$ cat config.mk
export PLATFORM = sky130hd
export DESIGN_NAME = timer_prescaler
export DESIGN_NICKNAME = d
export VERILOG_FILES = /design/src/rtl/timer_prescaler_pkg.sv /design/src/rtl/prescaler_tap.sv /design/src/rtl/timer_prescaler.sv
export SDC_FILE = /design/constraint.sdc
export NUM_CORES = 1
export LEC_CHECK = 0
export ABC_AREA = 1
export BUFFER_PORTS_ARGS = -buffer_cell sky130_fd_sc_hd__buf_4
export CORE_MARGIN = 2
export CORE_UTILIZATION = 38
export DETAILED_ROUTE_END_ITERATION = 6
export SLEW_MARGIN = 25
export SYNTH_ARGS = -nofsm -noshare
export SYNTH_HDL_FRONTEND = slang
export SYNTH_HIERARCHICAL = 1
export SYNTH_SLANG_ARGS = --single-unit
export TNS_END_PERCENT = 5
$ cat constraint.sdc
create_clock -name i_clk -period 1.4 [get_ports i_clk]
set_input_delay 0.14 -clock i_clk [delete_from_list [all_inputs] [get_ports i_clk]]
set_output_delay 0.14 -clock i_clk [all_outputs]
set_load 0.01 [all_outputs]
$ cat src/rtl/timer_prescaler_pkg.sv
// timer_prescaler_pkg: shared constants and types for the timer prescaler.
// Holds the default divide-counter width, the tap bit indices of the six
// prescaled references and the packed tap vector type.
package timer_prescaler_pkg;

    localparam int CNT_W_DEF = 13;
    localparam int TAP_NUM   = 6;

    // Counter bit that carries phi/N is log2(N)-1
    localparam int TAP_PHI_2    = 0;
    localparam int TAP_PHI_8    = 2;
    localparam int TAP_PHI_32   = 4;
    localparam int TAP_PHI_64   = 5;
    localparam int TAP_PHI_1024 = 9;
    localparam int TAP_PHI_8192 = 12;

    // Bit order: [0]=phi/2 [1]=phi/8 [2]=phi/32 [3]=phi/64 [4]=phi/1024 [5]=phi/8192
    typedef logic [TAP_NUM-1:0] tap_vec_t;

    // Maps a tap vector position to the counter bit that feeds it
    function automatic int tap_bit(input int idx);
        case (idx)
            0:       tap_bit = TAP_PHI_2;
            1:       tap_bit = TAP_PHI_8;
            2:       tap_bit = TAP_PHI_32;
            3:       tap_bit = TAP_PHI_64;
            4:       tap_bit = TAP_PHI_1024;
            5:       tap_bit = TAP_PHI_8192;
            default: tap_bit = TAP_PHI_2;
        endcase
    endfunction

endpackage

$ cat src/rtl/prescaler_tap.sv
// prescaler_tap: one registered divided level taken from a divide-counter bit.
// The level register follows the counter bit, so it always equals the
// counter bit of the current cycle. With TIMER_PRESCALER_PULSE_OUT_EN
// defined a registered single-cycle pulse marks each rising edge.
module prescaler_tap (
    input  logic i_clk,
    input  logic i_rst_n,
    input  logic i_nxt,
    input  logic i_cur,
`ifdef TIMER_PRESCALER_PULSE_OUT_EN
    output logic o_pls,
`endif
    output logic o_lvl
);

    logic w_chg;
    logic r_lvl;

    assign w_chg = i_nxt ^ i_cur;
    assign o_lvl = r_lvl;

    // Level register: takes the new counter bit whenever it changes
    always_ff @(posedge i_clk or negedge i_rst_n) begin
        if (!i_rst_n) begin
            r_lvl <= 1'b0;
        end else if (w_chg) begin
            r_lvl <= i_nxt;
        end else begin
            r_lvl <= r_lvl;
        end
    end

`ifdef TIMER_PRESCALER_PULSE_OUT_EN
    logic r_pls;

    assign o_pls = r_pls;

    // Pulse register: high in the cycle the level first shows 1 after a 0
    always_ff @(posedge i_clk or negedge i_rst_n) begin
        if (!i_rst_n) begin
            r_pls <= 1'b0;
        end else begin
            r_pls <= w_chg & i_nxt;
        end
    end
`endif

endmodule

$ cat src/rtl/timer_prescaler.sv
// timer_prescaler: free-running divide counter producing the six prescaled
// timing references (phi/2 .. phi/8192) used as timer count sources.
// Optional feature macro: TIMER_PRESCALER_PULSE_OUT_EN adds registered
// rising-edge pulse outputs o_pls_phi_*.
module timer_prescaler
    import timer_prescaler_pkg::*;
#(
    parameter int CNT_W = CNT_W_DEF
) (
    input  logic             i_clk,
    input  logic             i_rst_n,
    input  logic             i_en,
    input  logic             i_clr,
    output logic             o_clk_phi_2,
    output logic             o_clk_phi_8,
    output logic             o_clk_phi_32,
    output logic             o_clk_phi_64,
    output logic             o_clk_phi_1024,
    output logic             o_clk_phi_8192,
`ifdef TIMER_PRESCALER_PULSE_OUT_EN
    output logic             o_pls_phi_2,
    output logic             o_pls_phi_8,
    output logic             o_pls_phi_32,
    output logic             o_pls_phi_64,
    output logic             o_pls_phi_1024,
    output logic             o_pls_phi_8192,
`endif
    output logic [CNT_W-1:0] o_presc_cnt
);

    logic [CNT_W-1:0] r_cnt;
    logic [CNT_W-1:0] w_cnt_nxt;
    tap_vec_t         w_lvl;

    // Counter next state: clear beats enable, otherwise hold
    always_comb begin
        w_cnt_nxt = r_cnt;
        if (i_clr) begin
            w_cnt_nxt = {CNT_W{1'b0}};
        end else if (i_en) begin
            w_cnt_nxt = r_cnt + CNT_W'(1);
        end else begin
            w_cnt_nxt = r_cnt;
        end
    end

    // Divide counter register; wraps silently from all-ones to zero
    always_ff @(posedge i_clk or negedge i_rst_n) begin
        if (!i_rst_n) begin
            r_cnt <= {CNT_W{1'b0}};
        end else begin
            r_cnt <= w_cnt_nxt;
        end
    end

`ifdef TIMER_PRESCALER_PULSE_OUT_EN
    tap_vec_t w_pls;
`endif

    for (genvar g = 0; g < TAP_NUM; g++) begin : g_tap
        localparam int TAP_BIT = tap_bit(g);
        prescaler_tap u_tap (
            .i_clk   (i_clk),
            .i_rst_n (i_rst_n),
            .i_nxt   (w_cnt_nxt[TAP_BIT]),
            .i_cur   (r_cnt[TAP_BIT]),
`ifdef TIMER_PRESCALER_PULSE_OUT_EN
            .o_pls   (w_pls[g]),
`endif
            .o_lvl   (w_lvl[g])
        );
    end

    assign o_presc_cnt    = r_cnt;
    assign o_clk_phi_2    = w_lvl[0];
    assign o_clk_phi_8    = w_lvl[1];
    assign o_clk_phi_32   = w_lvl[2];
    assign o_clk_phi_64   = w_lvl[3];
    assign o_clk_phi_1024 = w_lvl[4];
    assign o_clk_phi_8192 = w_lvl[5];

`ifdef TIMER_PRESCALER_PULSE_OUT_EN
    assign o_pls_phi_2    = w_pls[0];
    assign o_pls_phi_8    = w_pls[1];
    assign o_pls_phi_32   = w_pls[2];
    assign o_pls_phi_64   = w_pls[3];
    assign o_pls_phi_1024 = w_pls[4];
    assign o_pls_phi_8192 = w_pls[5];
`endif

endmodule

# Word-level counts from Yosys, hierarchy flattened
# Cells that the tools add are included.
word_totals:
  elab_cells: 18
  out_inout_bits: 19
  register_bits: 19
  in_bits: 4
op_classes:
  mux: 2
  n_bitwise: 6
  n_addsub: 1
  reduce_logical: 1
op_table:
  columns: ["cell", "n"]
  rows:
  - ["2-to-1 mux 13 bit", 2]
  - ["adder 13 x 1 -> 13 bit (second input constant)", 1]
  - ["XOR 1 bit", 6]
  - ["nonzero test 2 bit", 1]

# Logic depth before layout (Yosys ltp)
depth:
  word_depth: 4
  ltp_mapped: 9
  depth_no_buf: 9

# Hierarchy
# Netlist, hierarchy kept.
modules_own_cells:
  columns: ["module", "instances", "seq_area_each_um2", "cells_per_inst", "area_per_inst_um2"]
  rows:
  - ["timer_prescaler", 1, 325.3, 94, 700.7]
  - ["prescaler_tap", 6, 25.0, 4, 37.5]

# Least setup slack after synthesis
# No wires, ideal clock.
synth_path:
  kind: "register to register"
  start: "register r_cnt[0] (netlist: o_presc_cnt[0])"
  end: "register g_tap[2].u_tap.r_lvl"
  slack_ns: 0.065
  synth_period_minus_slack_ns: 1.335
  stages_incl_launch_ff: 8
  arrival_ns: 1.257
  path_buffers: 0
  required_ns: 1.322
  setup_time_ns: 0.078
  path_cell_list: "dfrtp_1 > ha_1 > nand2_1 > nor2_4 > xnor2_1 > nor2_1 > nand2_1 > a21oi_1"
synth_between:
  elab_chain_len: 4
synth_lines:
  columns: ["element", "line", "text"]
  rows:
  - ["start: declaration", "timer_prescaler.sv:31", "logic [CNT_W-1:0] r_cnt;"]
  - ["start signal: assignment", "timer_prescaler.sv:50", "r_cnt <= {CNT_W{1'b0}};"]
  - ["start signal: assignment", "timer_prescaler.sv:52", "r_cnt <= w_cnt_nxt;"]
  - ["adder 13 x 1 -> 13 bit (*)", "timer_prescaler.sv:41", "w_cnt_nxt = r_cnt + CNT_W'(1);"]
  - ["2-to-1 mux 13 bit (*)", "timer_prescaler.sv:40", "end else if (i_en) begin"]
  - ["2-to-1 mux 13 bit (*)", "timer_prescaler.sv:38", "if (i_clr) begin"]
  - ["via w_cnt_nxt[4]", "timer_prescaler.sv:32", "logic [CNT_W-1:0] w_cnt_nxt;"]
  - ["XOR 1 bit", "prescaler_tap.sv:19", "assign w_chg = i_nxt ^ i_cur;"]
  - ["end signal: assignment", "prescaler_tap.sv:27", "r_lvl <= i_nxt;"]
  - ["end signal: assignment", "prescaler_tap.sv:29", "r_lvl <= r_lvl;"]
  - ["end: declaration", "prescaler_tap.sv:17", "logic r_lvl;"]
# Mark *: on every way through the listed nets, which the timed path passes. The rest lies on a longest branch. The select of a mux whose other input is x is not followed.
# A chain may end at the register's enable or synchronous reset.

# Final worst setup path
layout_path:
  start: "register r_cnt[1] (netlist: o_presc_cnt[1])"
  end: "register g_tap[2].u_tap.r_lvl"
# The elaborated chain is that of the path after synthesis.

==> summary.md <==
| Metric | Value |
|---|---|
| H-tree level count | 1 |
| Core area | 2250 um^2 |
| R2R depth | 7 |
| Root buffer cell | clkbuf_4 |
| Crit-path cells | ha_2, nand2_2, nor2_4, xnor2_1, nor2_2, nor2_1, a21oi_2 |
| Final period util | 95.0% |
| Pwr/cell area | 783 nW/um^2 |
| Nets@finish | 162 |
| Vias in the first global route | slightly above 800 |
| CP Buf/Inv Count | 0 |
| Final Setup Violations | 0 |
| Synth warn | 6 |
| Clk sinks | 19 |
| Synth Cell Area | 926 um^2 |
| Status | finished clean |
| Share of cells above drive strength 1 | between 30 and 40% |
| Setup WS pre-CTS | 0.00898 ns |
| FMAX | 752 MHz |
| Area taken by multi-input logic gates | 429 um^2 |
| Hold Slack | 0.114 ns |
| Crit Path Max Fanout | 4 |
| Syn Nets | 123 |
| Post-synth cell types | 14 |
| CTS buffer count | 3 |
| Via count | between 900 and 1000 |
| Final Max Tran Viols | 0 |
| Crit path to | g_tap[2].u_tap/o_lvl |
| CTS tree | yes |
| Flops & latches, synth | 19 |
| Worst Setup Start Kind | register |
| Total GRT Usage | roughly 17% |
| Final worst setup slack | ~0.07 ns |
| Tmin final | roughly 1.3 ns |
| Layout area overhead | 39.3% |
| GR Overflow Total | 0 |
| I/O Pins | 23 |
| Cell family with most CP delay | simple AND/OR/NAND/NOR gates |
| Vias/cell | 4.91 |
| Drt pass-1 iters | 4 |
| WP data arrival | between 1.5 and 2 ns |
| Setup TNS | 0 ns |
| Req. time, crit path | 1.60 ns |
| Antenna fix cells | 0 |
| Final design utilization | 57.2% |
| First-pass GRT wire length | 3420 um |
| Reg area | roughly 480 um^2 |
| Pin count of the biggest net entering global routing | 20 |
| Slew headroom | ~83% |
| Total of max-cap violations | 0 |
| R2r setup slk | 0.07 ns |
| Critical Path End Type | register |
| CP Depth | 7 |
| CP max stage cell | dfrtp_1 |
| Final Skew | 0.00846 ns |
| 1st-iter DRT viols | 19 |
| Wire per inst | between 10 and 15 um |
| Initial antenna violation count | 0 |
| PortBufs | 22 |
| Crit-path max cell delay | approximately 0.40 ns |
| CP Launch Point | o_presc_cnt[1] |
| DP Wirelength | 1560 um |
| Starting Density | 41.1% |
| RSZ-0062 raised after global routing | yes |
| CTS max path bufs | 2 |
| Fin. Hold Viols | 0 |
| Clk_lat worst skew | between 0.2 and 0.3 ns |
| Worst-path clk slew | approximately 0.11 ns |
| HP Class | in -> reg |
| Gpl congestion | 0.843 |
| Placement Rows | 17 |
| WS Path Type | reg -> reg |
| Die Y | 53.4 um |
| Sequential share of the synthesized area | 51.4% |
| Final WL | roughly 2200 um |
| # DRC | 0 |
| Die area | 2850 um^2 |
| Routed Antenna Nets | 0 |
| Reg2reg end | g_tap[2].u_tap/o_lvl |
| Layout fillers | 226 |
| Mapped Avg Cell Area | 7.85 um^2 |
| Peak VDD IR | 0.609 mV |
| RR Startpoint | o_presc_cnt[1] |
| Cells after synthesis | approximately 120 |
| Floorplan die width | 53.4 um |
| Worst Tran Pin Value | 0.249 ns |
| Pleak | 0.633 nW |
-- how the worst min path moves through the flow --
stage	from	end	cells past startpoint
finish	i_clr	g_tap[2].u_tap/o_lvl	4
global route	i_clr	o_presc_cnt[4]	3
CTS	i_clr	g_tap[2].u_tap/o_lvl	4
detailed placement	i_rst_n	o_presc_cnt[8]	1
global placement	i_rst_n	o_presc_cnt[7]	1
floorplan	i_rst_n	g_tap[0].u_tap/o_lvl	0
-- power by group --
group          internal, W  switching (W)
registers         0.000575      0.0000209
clock network     0.000111       0.000168
logic            0.0000654      0.0000707
-- cells in the mapped netlist --
library cell | n | area share (%)
a21oi_1 | 15 | 8.1
buf_2 | 1 | 0.54
dfrtp_1 | 19 | 51
ha_1 | 1 | 1.4
inv_1 | 15 | 6.1
nand2_1 | 28 | 11
nand3_1 | 8 | 4.3
nand3_2 | 1 | 1.1
nand4_1 | 2 | 1.4
nor2_1 | 18 | 7.3
nor2_4 | 2 | 2.4
nor3_1 | 1 | 0.54
o21ai_0 | 6 | 3.2
xnor2_1 | 1 | 0.95
-- state kept, by name, summed over array words and instances (netlist names) --
| register | count |
|---|---|
| o_presc_cnt | 13 |
| g_tap.u_tap/o_lvl | 6 |
-- routing by layer --
layer / up-vias / wire [um] / GRT usage, % / share of wire (%)
met1: 421 / 990 / 21.0 / 44
met2: 26 / 1130 / 28.6 / 50
met4: 0 / 14 / 7.26 / 0.62
li1: 455 / - / - / -
met5: - / 0 / 0 / 0
met3: 2 / 114 / 2.82 / 5.1
-- stage by stage --
step	instance area [um^2]	cells	power, W
after floorplan	926	118	0.000657
after global placement	1170	173	0.000733
after detailed placement	1170	173	0.000736
after CTS	1220	180	0.00102
after global routing	1290	184	0.00107
final	1290	184	0.00101
-- what timing repair did --
item,CTS,global route
hold endpoints to repair,19,0
hold buffers,1,0
endpoints found under the setup margin,1,8
pin swaps,2,3
setup buffers,2,4
gates resized for setup,1,14
cloned,0,0
-- cell families (layout without fill, tap and decap cells) --
kind of cell / Yosys count / after routing / share of synthesized area, %
AND/OR/NAND/NOR: 60 / 60 / 28.4
AO/OA/AOI/OAI: 21 / 21 / 11.4
flip-flops: 19 / 19 / 51.4
buffers and inverters: 16 / 54 / 6.62
adder cells (fa/ha/maj): 1 / 1 / 1.35
XOR/XNOR: 1 / 1 / 0.946
-- worst register-to-register path, stage by stage (launching register included) --
cell and delay [ns]:
dfrtp_1 0.40, ha_2 0.21, nand2_2 0.08, nor2_4 0.15
xnor2_1 0.15, nor2_2 0.07, nor2_1 0.14, a21oi_2 0.04
-- layout make-up --
type / instances / area share (%)
sequential: 19 / 37.1
inverter: 15 / 4.36
clock buffer: 4 / 2.04
timing repair buffer: 35 / 20.6
multi-input combinational: 83 / 33.3
tap: 28 / 2.72
-- layout by cell type, fill, tap and decap left out --
cell,instances
clkbuf_4,3
buf_4,34
dfrtp_2,2
o21ai_1,1
nand3_2,1
dfrtp_1,17
nand4_1,2
a21oi_1,11
xnor2_1,1
ha_2,1
inv_1,15
dlygate4sd3_1,1
nand3_1,8
nor2_4,3
a21oi_2,4
o21ai_0,5
nor3_2,1
nor2_1,14
nand2_1,27
nand2_2,1
clkbuf_1,1
nor2_2,3
(Power assumes the default switching activity.)
